<file path="src/rtl/counter_sequencer.sv">
// -----------------------------------------------------------------------------
// counter_sequencer
//
// Run/pause/clear controller for a 16-bit enable-chained counter. Three
// debounced push-button levels are turned into start, stop and clear
// commands by rising-edge detection. While running, the clock is divided
// into a one-cycle count-enable tick. Counting stops at a programmable
// terminal value, read back from the counter's output.
//
// Parameters
//   DIV     prescaler period in Clk cycles between En ticks (>= 2)
//
// Ports
//   Clk     in   1   system clock, rising edge
//   Clr     in   1   asynchronous active-low reset
//   Start   in   1   debounced level, rising edge = start/resume
//   Stop    in   1   debounced level, rising edge = pause
//   Zero    in   1   debounced level, rising edge = clear counter
//   Target  in  16   terminal count, 0 = free-running
//   Q       in  16   current counter value (feedback)
//   En      out  1   one-cycle count-enable tick
//   CntClr  out  1   one-cycle active-low synchronous clear to the counter
//   State   out  2   00 IDLE, 01 RUN, 10 PAUSE, 11 DONE
//   Done    out  1   high while in DONE
// -----------------------------------------------------------------------------
module counter_sequencer #(
    parameter int DIV = 50_000_000
) (
    input  logic        Clk,
    input  logic        Clr,
    input  logic        Start,
    input  logic        Stop,
    input  logic        Zero,
    input  logic [15:0] Target,
    input  logic [15:0] Q,
    output logic        En,
    output logic        CntClr,
    output logic [1:0]  State,
    output logic        Done
);

    localparam int PW = (DIV > 2) ? $clog2(DIV) : 1;
    localparam logic [PW-1:0] PRESC_LAST = PW'(DIV - 1);

    localparam logic [1:0] S_IDLE  = 2'b00;
    localparam logic [1:0] S_RUN   = 2'b01;
    localparam logic [1:0] S_PAUSE = 2'b10;
    localparam logic [1:0] S_DONE  = 2'b11;

    logic [1:0]    state_q, state_d;
    logic [PW-1:0] presc_q, presc_d;
    logic          en_q, en_d;
    logic          cnt_clr_q, cnt_clr_d;
    logic          done_q, done_d;
    logic          start_prev_q, stop_prev_q, zero_prev_q;

    logic start_edge, stop_edge, zero_edge, terminal_hit;

    // Previous-level registers reset to 1 so a button already held at reset
    // release is not mistaken for a fresh press.
    assign start_edge = Start & ~start_prev_q;
    assign stop_edge  = Stop  & ~stop_prev_q;
    assign zero_edge  = Zero  & ~zero_prev_q;

    // Equality only against the live Target: lowering Target below Q means
    // the terminal is met only after the counter wraps round.
    assign terminal_hit = (Target != 16'd0) && (Q == Target);

    always_comb begin
        state_d   = state_q;
        presc_d   = presc_q;
        en_d      = 1'b0;
        cnt_clr_d = 1'b1;
        case (state_q)
            S_IDLE: begin
                if (zero_edge) begin
                    cnt_clr_d = 1'b0;
                end else if (start_edge) begin
                    state_d = S_RUN;
                    presc_d = '0;
                end
            end
            S_RUN: begin
                // Priority Zero > Stop > terminal; a Start edge has no effect here.
                if (zero_edge) begin
                    cnt_clr_d = 1'b0;
                    presc_d   = '0;
                end else if (stop_edge) begin
                    state_d = S_PAUSE;
                end else if (terminal_hit) begin
                    state_d = S_DONE;
                end else if (presc_q == PRESC_LAST) begin
                    presc_d = '0;
                    en_d    = 1'b1;
                end else begin
                    presc_d = presc_q + 1'b1;
                end
            end
            S_PAUSE: begin
                // Prescaler is frozen so a resume completes the interrupted period.
                if (zero_edge) begin
                    cnt_clr_d = 1'b0;
                    presc_d   = '0;
                    state_d   = S_IDLE;
                end else if (start_edge) begin
                    state_d = S_RUN;
                end
            end
            default: begin
                if (zero_edge) begin
                    cnt_clr_d = 1'b0;
                    presc_d   = '0;
                    state_d   = S_IDLE;
                end
            end
        endcase
        done_d = (state_d == S_DONE);
    end

    always_ff @(posedge Clk or negedge Clr) begin
        if (!Clr) begin
            state_q      <= S_IDLE;
            presc_q      <= '0;
            en_q         <= 1'b0;
            cnt_clr_q    <= 1'b1;
            done_q       <= 1'b0;
            start_prev_q <= 1'b1;
            stop_prev_q  <= 1'b1;
            zero_prev_q  <= 1'b1;
        end else begin
            state_q      <= state_d;
            presc_q      <= presc_d;
            en_q         <= en_d;
            cnt_clr_q    <= cnt_clr_d;
            done_q       <= done_d;
            start_prev_q <= Start;
            stop_prev_q  <= Stop;
            zero_prev_q  <= Zero;
        end
    end

    assign En     = en_q;
    assign CntClr = cnt_clr_q;
    assign State  = state_q;
    assign Done   = done_q;

endmodule
</file>
<file path="config.mk">
export PLATFORM = sky130hd
export DESIGN_NAME = counter_sequencer
export DESIGN_NICKNAME = d
export VERILOG_FILES = /design/src/rtl/counter_sequencer.sv
export SDC_FILE = /design/constraint.sdc
export NUM_CORES = 1
export LEC_CHECK = 0
export BUFFER_PORTS_ARGS = -buffer_cell sky130_fd_sc_hd__buf_2
export CAP_MARGIN = 10
export CORE_ASPECT_RATIO = 0.9
export CORE_UTILIZATION = 55
export DETAILED_ROUTE_END_ITERATION = 12
export PLACE_DENSITY_LB_ADDON = 0.05
export SYNTH_ARGS = -nofsm -noshare
export SYNTH_HDL_FRONTEND = slang
export SYNTH_SLANG_ARGS = --single-unit
</file>
<file path="constraint.sdc">
create_clock -name Clk -period 2.5 [get_ports Clk]
set_input_delay 0.5 -clock Clk [delete_from_list [all_inputs] [get_ports Clk]]
set_output_delay 0.5 -clock Clk [all_outputs]
set_load 0.05 [all_outputs]
</file>
==> impl_metrics.toml, run 1 <==
[finish]
drive_gt1_share_pct = 26.7
fin_nets = 322
antennaDiodeCount = 0
layout_commonest_cell = "buf_2"
fill_cells = 285
mostFrequentLayoutCells = "buf_2 (41), o31ai_1 (31), dfrtp_1 (30)"
syn2layout_area_growth_pct = 18.9
layoutNonFillerInstCount = 329
design_area_mm2 = 0.00251

[worst_setup_path]
regToRegStartpoint = "presc_q[0]"
worst-path-buf-inv = 1
required_ns = 2.66
critPathMaxFanout = 19
r2r_setup_slack_ns = 0.27
end_kind = "flop"
critPathArrivalTime_ns = 2.39
startpoint_type = "flop"
path_class = "reg -> reg"
slowest_stage = "a31o_2"
path_cells = "ha_1, nand4_1, nor2_1, buf_4, a31o_2, a21oi_1, o31ai_1, o31ai_1"
reg2regPathDepth = 8
cp_common_cell = "o31ai_1"
critPathLaunch = "presc_q[0]"
crit_family = "compound AO/OA/AOI/OAI gates"
max_stage_delay_ns = 0.42
worstReg2RegEnd = "presc_q[13]"

[cts]
cts_resized = 0
cts_buffers = 5
worst_skew_pair.late_latency_ns = 0.29
cts_root_buf = "clkbuf_8"
h-tree-depth = 2
hold_buffers = 0
clk_path_buf_depth = 2
cts_setup_buffers = 0
clk_pin_slew_ns = 0.07
cts_tree = "yes"
clock_sinks = 34

[worst_hold_path]
hold_path.class = "in -> async"

[pwr]
p_leak_nw = 1.10
combPwrFrac_pct = 33.7
p_sw_share_pct = 37.5
p_clk_share_pct = 27.0
power_frac_seq_pct = 39.3
vdd_drop_max_v = 0.000439
p_int_mw = 0.998
p_sw_mw = 0.599
p_per_area_mw_per_mm2 = 636

[routing]
drc_errors = 0
drt-total-wl_mm = 5.06
viasPerCell = 6.13
drtAntennaViolNets = 0
drt_iter0_drc = 162
routedWlPerCell_um = 15.4
route.vias.total = 2018
first_pass_iters = 5

[placement]
dp.cells = 321
gp_congestion = 0.795
dpl.hpwl_mm = 3.66
post_dp_cell_area_mm2 = 0.00241
numPortBuffers = 41

[sta]
slew_headroom_pct = 49.1
rsz0062_at_grt = "no"
worst_pin_slew_ns = 0.764
hold_viol = 0
fin_skew_ns = 0.00345
setup_viol = 0
max_freq_mhz = 449
tns_ns = 0
drv_slew = 0
layout_min_cycle_time_ns = 2.23
period_share_pct = 89.1

[logic_synthesis]
seq_area_frac_synth_pct = 40.5
syn_inst = 235
synthesis.nets = 273
dominantRegCellSynth = "dfrtp_1"
async_reset_ff_share_pct = 100
synth_edf_count = 0
synth_cell_types = 43
ys_ff_latch = 34
syn_area_per_cell_um2 = 8.98
synth_warnings = 0
synthesis.area_mm2 = 0.00211

[floorplan]
fp-row-count = 20
die-height_um = 60.8
fp.coreArea_mm2 = 0.00353
initial_core_util_pct = 59.8
dieArea_mm2 = 0.00409
die_w_um = 67.3
ios = 42

[grt]
grt_pass1_vias = 1885
track_usage_pct = 28.5
grt_overflow_total = 0
grt_max_degree = 35
grt_pass1_wl_mm = 8.60
antenna_found_initial = 0

[flow_run]
cap_violations = 0

[outcome]
outcome = "finished, final reports clean"
-- registers in the layout (all words and copies together), names as in the netlist --
name          flops
zero_prev_q       1
stop_prev_q       1
Done              1
start_prev_q      1
En                1
CntClr            1
State             2
presc_q          26
-- power by group through the flow --
stage	Clock [mW]	Combinational, mW	Sequential (mW)
2_1_floorplan	0	0.312	0.685
3_3_place_gp	0	0.525	0.636
3_5_place_dp	0	0.533	0.638
4_1_cts	0.441	0.535	0.627
5_1_grt	0.466	0.597	0.636
6_report	0.431	0.538	0.628
-- layout make-up --
cell class | count | area [um2] | share of cell area [%]
multi-input cells | 186 | 1200 | 47.7
flip-flops and latches | 34 | 856 | 34.1
repair buffers | 52 | 288 | 11.5
clock buffers | 6 | 82.6 | 3.29
well taps | 44 | 55.1 | 2.19
inverters | 5 | 18.8 | 0.748
clock inverters | 2 | 12.5 | 0.499
-- Yosys cell counts, types with 4 or more instances --
master    count  area share, %
a21oi_1      10            2.4
a31oi_1       6            1.8
and3_1        5            1.5
buf_2         4           0.95
clkbuf_1      6            1.1
dfrtp_1      30             36
dfstp_2       4            5.0
inv_1         5           0.89
nand2_1      21            3.7
nand2b_1      4            1.2
nand3_1      10            2.4
nor2_1       16            2.8
nor3_1       10            2.4
nor4_1        9            2.7
o21ai_0       8            1.9
o22ai_1       4            1.2
o31ai_1      31             11
o41ai_1       5            2.1
xor2_1       16            6.6
-- per-stage QoR --
step | setup WS (ns) | utilization, % | hold WS, ns | total power [mW]
after floorplan | 0.356 | - | 0.204 | 0.997
after global placement | 0.293 | 68.4 | 0.475 | 1.16
after detailed placement | 0.296 | 68.4 | 0.479 | 1.17
after CTS | 0.282 | 71.1 | 0.300 | 1.60
after global routing | 0.0657 | 71.1 | 0.295 | 1.70
final | 0.273 | 71.1 | 0.277 | 1.60
-- how the worst max path moves through the flow --
| stage | depth (start not counted) | to | slack (ns) |
|---|---|---|---|
| 6_report | 8 | presc_q[13] | 0.27 |
| 5_1_grt | 8 | presc_q[12] | 0.07 |
| 4_1_cts | 8 | presc_q[13] | 0.28 |
| 3_5_place_dp | 9 | presc_q[23] | 0.30 |
| 3_3_place_gp | 8 | presc_q[23] | 0.29 |
| 2_1_floorplan | 6 | presc_q[23] | 0.36 |
-- kinds of logic after synthesis --
family	after synthesis	synth area share (%)
mux	1	0.533
buf+inv	15	2.90
fa+ha+maj	1	0.593
compound gates	71	23.2
simple gates	97	25.6
xor+xnor	16	6.64
flops	34	40.5
-- routing by layer --
| metal | up-vias | wire (um) | track usage (%) | part of all wire, % |
|---|---|---|---|---|
| met5 | - | 0 | 0 | 0 |
| met4 | 0 | 77 | 10.0 | 1.5 |
| met3 | 9 | 202 | 5.45 | 4.0 |
| met2 | 51 | 2310 | 46.4 | 46 |
| met1 | 958 | 2470 | 37.8 | 49 |
| li1 | 1000 | - | - | - |
Note: power is estimated with default switching activity, not from simulation.
==> run 2: changes to the inputs <==
--- a/config.mk
+++ b/config.mk
@@ -11,6 +11,7 @@
 export CORE_UTILIZATION = 55
 export DETAILED_ROUTE_END_ITERATION = 12
 export PLACE_DENSITY_LB_ADDON = 0.05
+export RECOVER_POWER = 50
 export SYNTH_ARGS = -nofsm -noshare
 export SYNTH_HDL_FRONTEND = slang
 export SYNTH_SLANG_ARGS = --single-unit
==> impl_metrics.toml, run 2 (same netlist as run 1, synthesis figures left out) <==
[outcome]
outcome = "finished, violations left"
violations = "capacitance limit, slew limit"

[pwr]
combPwrFrac_pct = 33.7
p_sw_share_pct = 37.6
p_int_mw = 0.997
p_per_area_mw_per_mm2 = 637
vdd_drop_max_v = 0.000439
power_frac_seq_pct = 39.3
p_leak_nw = 1.10
p_clk_share_pct = 27.1
p_sw_mw = 0.602

[finish]
regArea_um2 = 856
layout_commonest_cell = "buf_2"
fill_cells = 286
antennaDiodeCount = 0
largest_reg_flops = 26
fin_nets = 322
multi_input_area_mm2 = 0.00120
syn2layout_area_growth_pct = 18.9
mostFrequentLayoutCells = "buf_2 (40), o31ai_1 (31), dfrtp_1 (30)"
drive_gt1_share_pct = 26.3
top_register = "presc_q"

[worst_hold_path]
holdPathStages = 1
hp-start = "Zero"
hold_path.class = "in -> reg"

[cts]
cts_resized = 0
clk_path_buf_depth = 2
cts_buffers = 5
worst_skew_pair.late_latency_ns = 0.29
cts_root_buf = "clkbuf_8"
h-tree-depth = 2
cts_setup_buffers = 0
hold_buffers = 0
clk_pin_slew_ns = 0.07
clock_sinks = 34
cts_tree = "yes"

[placement]
dpl.hpwl_mm = 3.66
gp_congestion = 0.795
numPortBuffers = 41

[sta]
max_freq_mhz = 449
setup_viol = 0
fin_skew_ns = 0.00437
layout_min_cycle_time_ns = 2.23
tns_ns = 0
rsz0062_at_grt = "no"
holdWs_ns = 0.308
period_share_pct = 89.1
hold_viol = 0
drv_slew = 35
worst_pin_slew_ns = 1.82
slew_headroom_pct = -21.5

[flow_run]
cap_violations = 1

[worst_setup_path]
path_depth = 8
worst-path-buf-inv = 1
slowest_stage = "a31o_2"
startpoint_type = "flop"
regToRegStartpoint = "presc_q[0]"
max_stage_delay_ns = 0.42
critPathMaxFanout = 19
critPathArrivalTime_ns = 2.39
path_cells = "ha_1, nand4_1, nor2_1, buf_4, a31o_2, a21oi_1, o31ai_1, o31ai_1"
critPathLaunch = "presc_q[0]"
required_ns = 2.67
path_class = "reg -> reg"
reg2regPathDepth = 8
crit_family = "compound AO/OA/AOI/OAI gates"
end_kind = "flop"
cp_common_cell = "o31ai_1"

[routing]
drt-total-wl_mm = 5.06
viasPerCell = 6.09
routedWlPerCell_um = 15.4
drtAntennaViolNets = 0
first_pass_iters = 4
route.vias.total = 2003
drc_errors = 0
drt_iter0_drc = 162

[grt]
antenna_found_initial = 0
grt_pass1_vias = 1885
track_usage_pct = 28.5
grt_overflow_total = 0
grt_pass1_wl_mm = 8.60
grt_max_degree = 35

[floorplan]
die_w_um = 67.3
fp-row-count = 20
die-height_um = 60.8
initial_core_util_pct = 59.8
ios = 42
dieArea_mm2 = 0.00409
fp.coreArea_mm2 = 0.00353
==> run 2: layer usage <==
metal | up-vias | global-route usage (%) | routed length [um]
met3 | 9 | 5.45 | 184
li1 | 997 | - | -
met4 | 0 | 10.0 | 76
met5 | - | 0 | 0
met2 | 45 | 46.4 | 2320
met1 | 952 | 37.8 | 2470
==> run 2: cell type report <==
| type | count | area share [%] |
|---|---|---|
| multi-input cells | 186 | 47.7 |
| flip-flops and latches | 34 | 34.1 |
| repair buffers | 52 | 11.4 |
| clock buffers | 6 | 3.29 |
| well taps | 44 | 2.19 |
| inverters | 5 | 0.748 |
| clock inverters | 2 | 0.499 |
==> run 2: worst paths after layout <==
kind	endpoint	slack, ns
worst max-delay path	presc_q[13]	0.27
worst min-delay path	zero_prev_q	0.31
worst max register to register	presc_q[13]	0.27
worst min register to register	presc_q[22]	0.49
max in group asynchronous	presc_q[1]	0.76
min in group asynchronous	Done	0.69
==> run 2: per-stage QoR <==
step	util (%)	power, mW	std cells	cell area (um2)	worst slack, ns
2_1_floorplan	-	0.997	235	2110	0.356
3_3_place_gp	68.4	1.16	321	2410	0.293
3_5_place_dp	68.4	1.17	321	2410	0.296
4_1_cts	71.1	1.60	329	2510	0.282
5_1_grt	71.1	1.70	329	2510	0.0657
6_report	71.1	1.60	329	2510	0.272
==> run 2: power groups by stage <==
| stage | clock network, mW | registers [mW] | logic, mW |
|---|---|---|---|
| after detailed placement | 0 | 0.638 | 0.533 |
| after global placement | 0 | 0.636 | 0.525 |
| after CTS | 0.441 | 0.627 | 0.535 |
| after floorplan | 0 | 0.685 | 0.312 |
| final | 0.433 | 0.628 | 0.539 |
| after global routing | 0.466 | 0.636 | 0.597 |
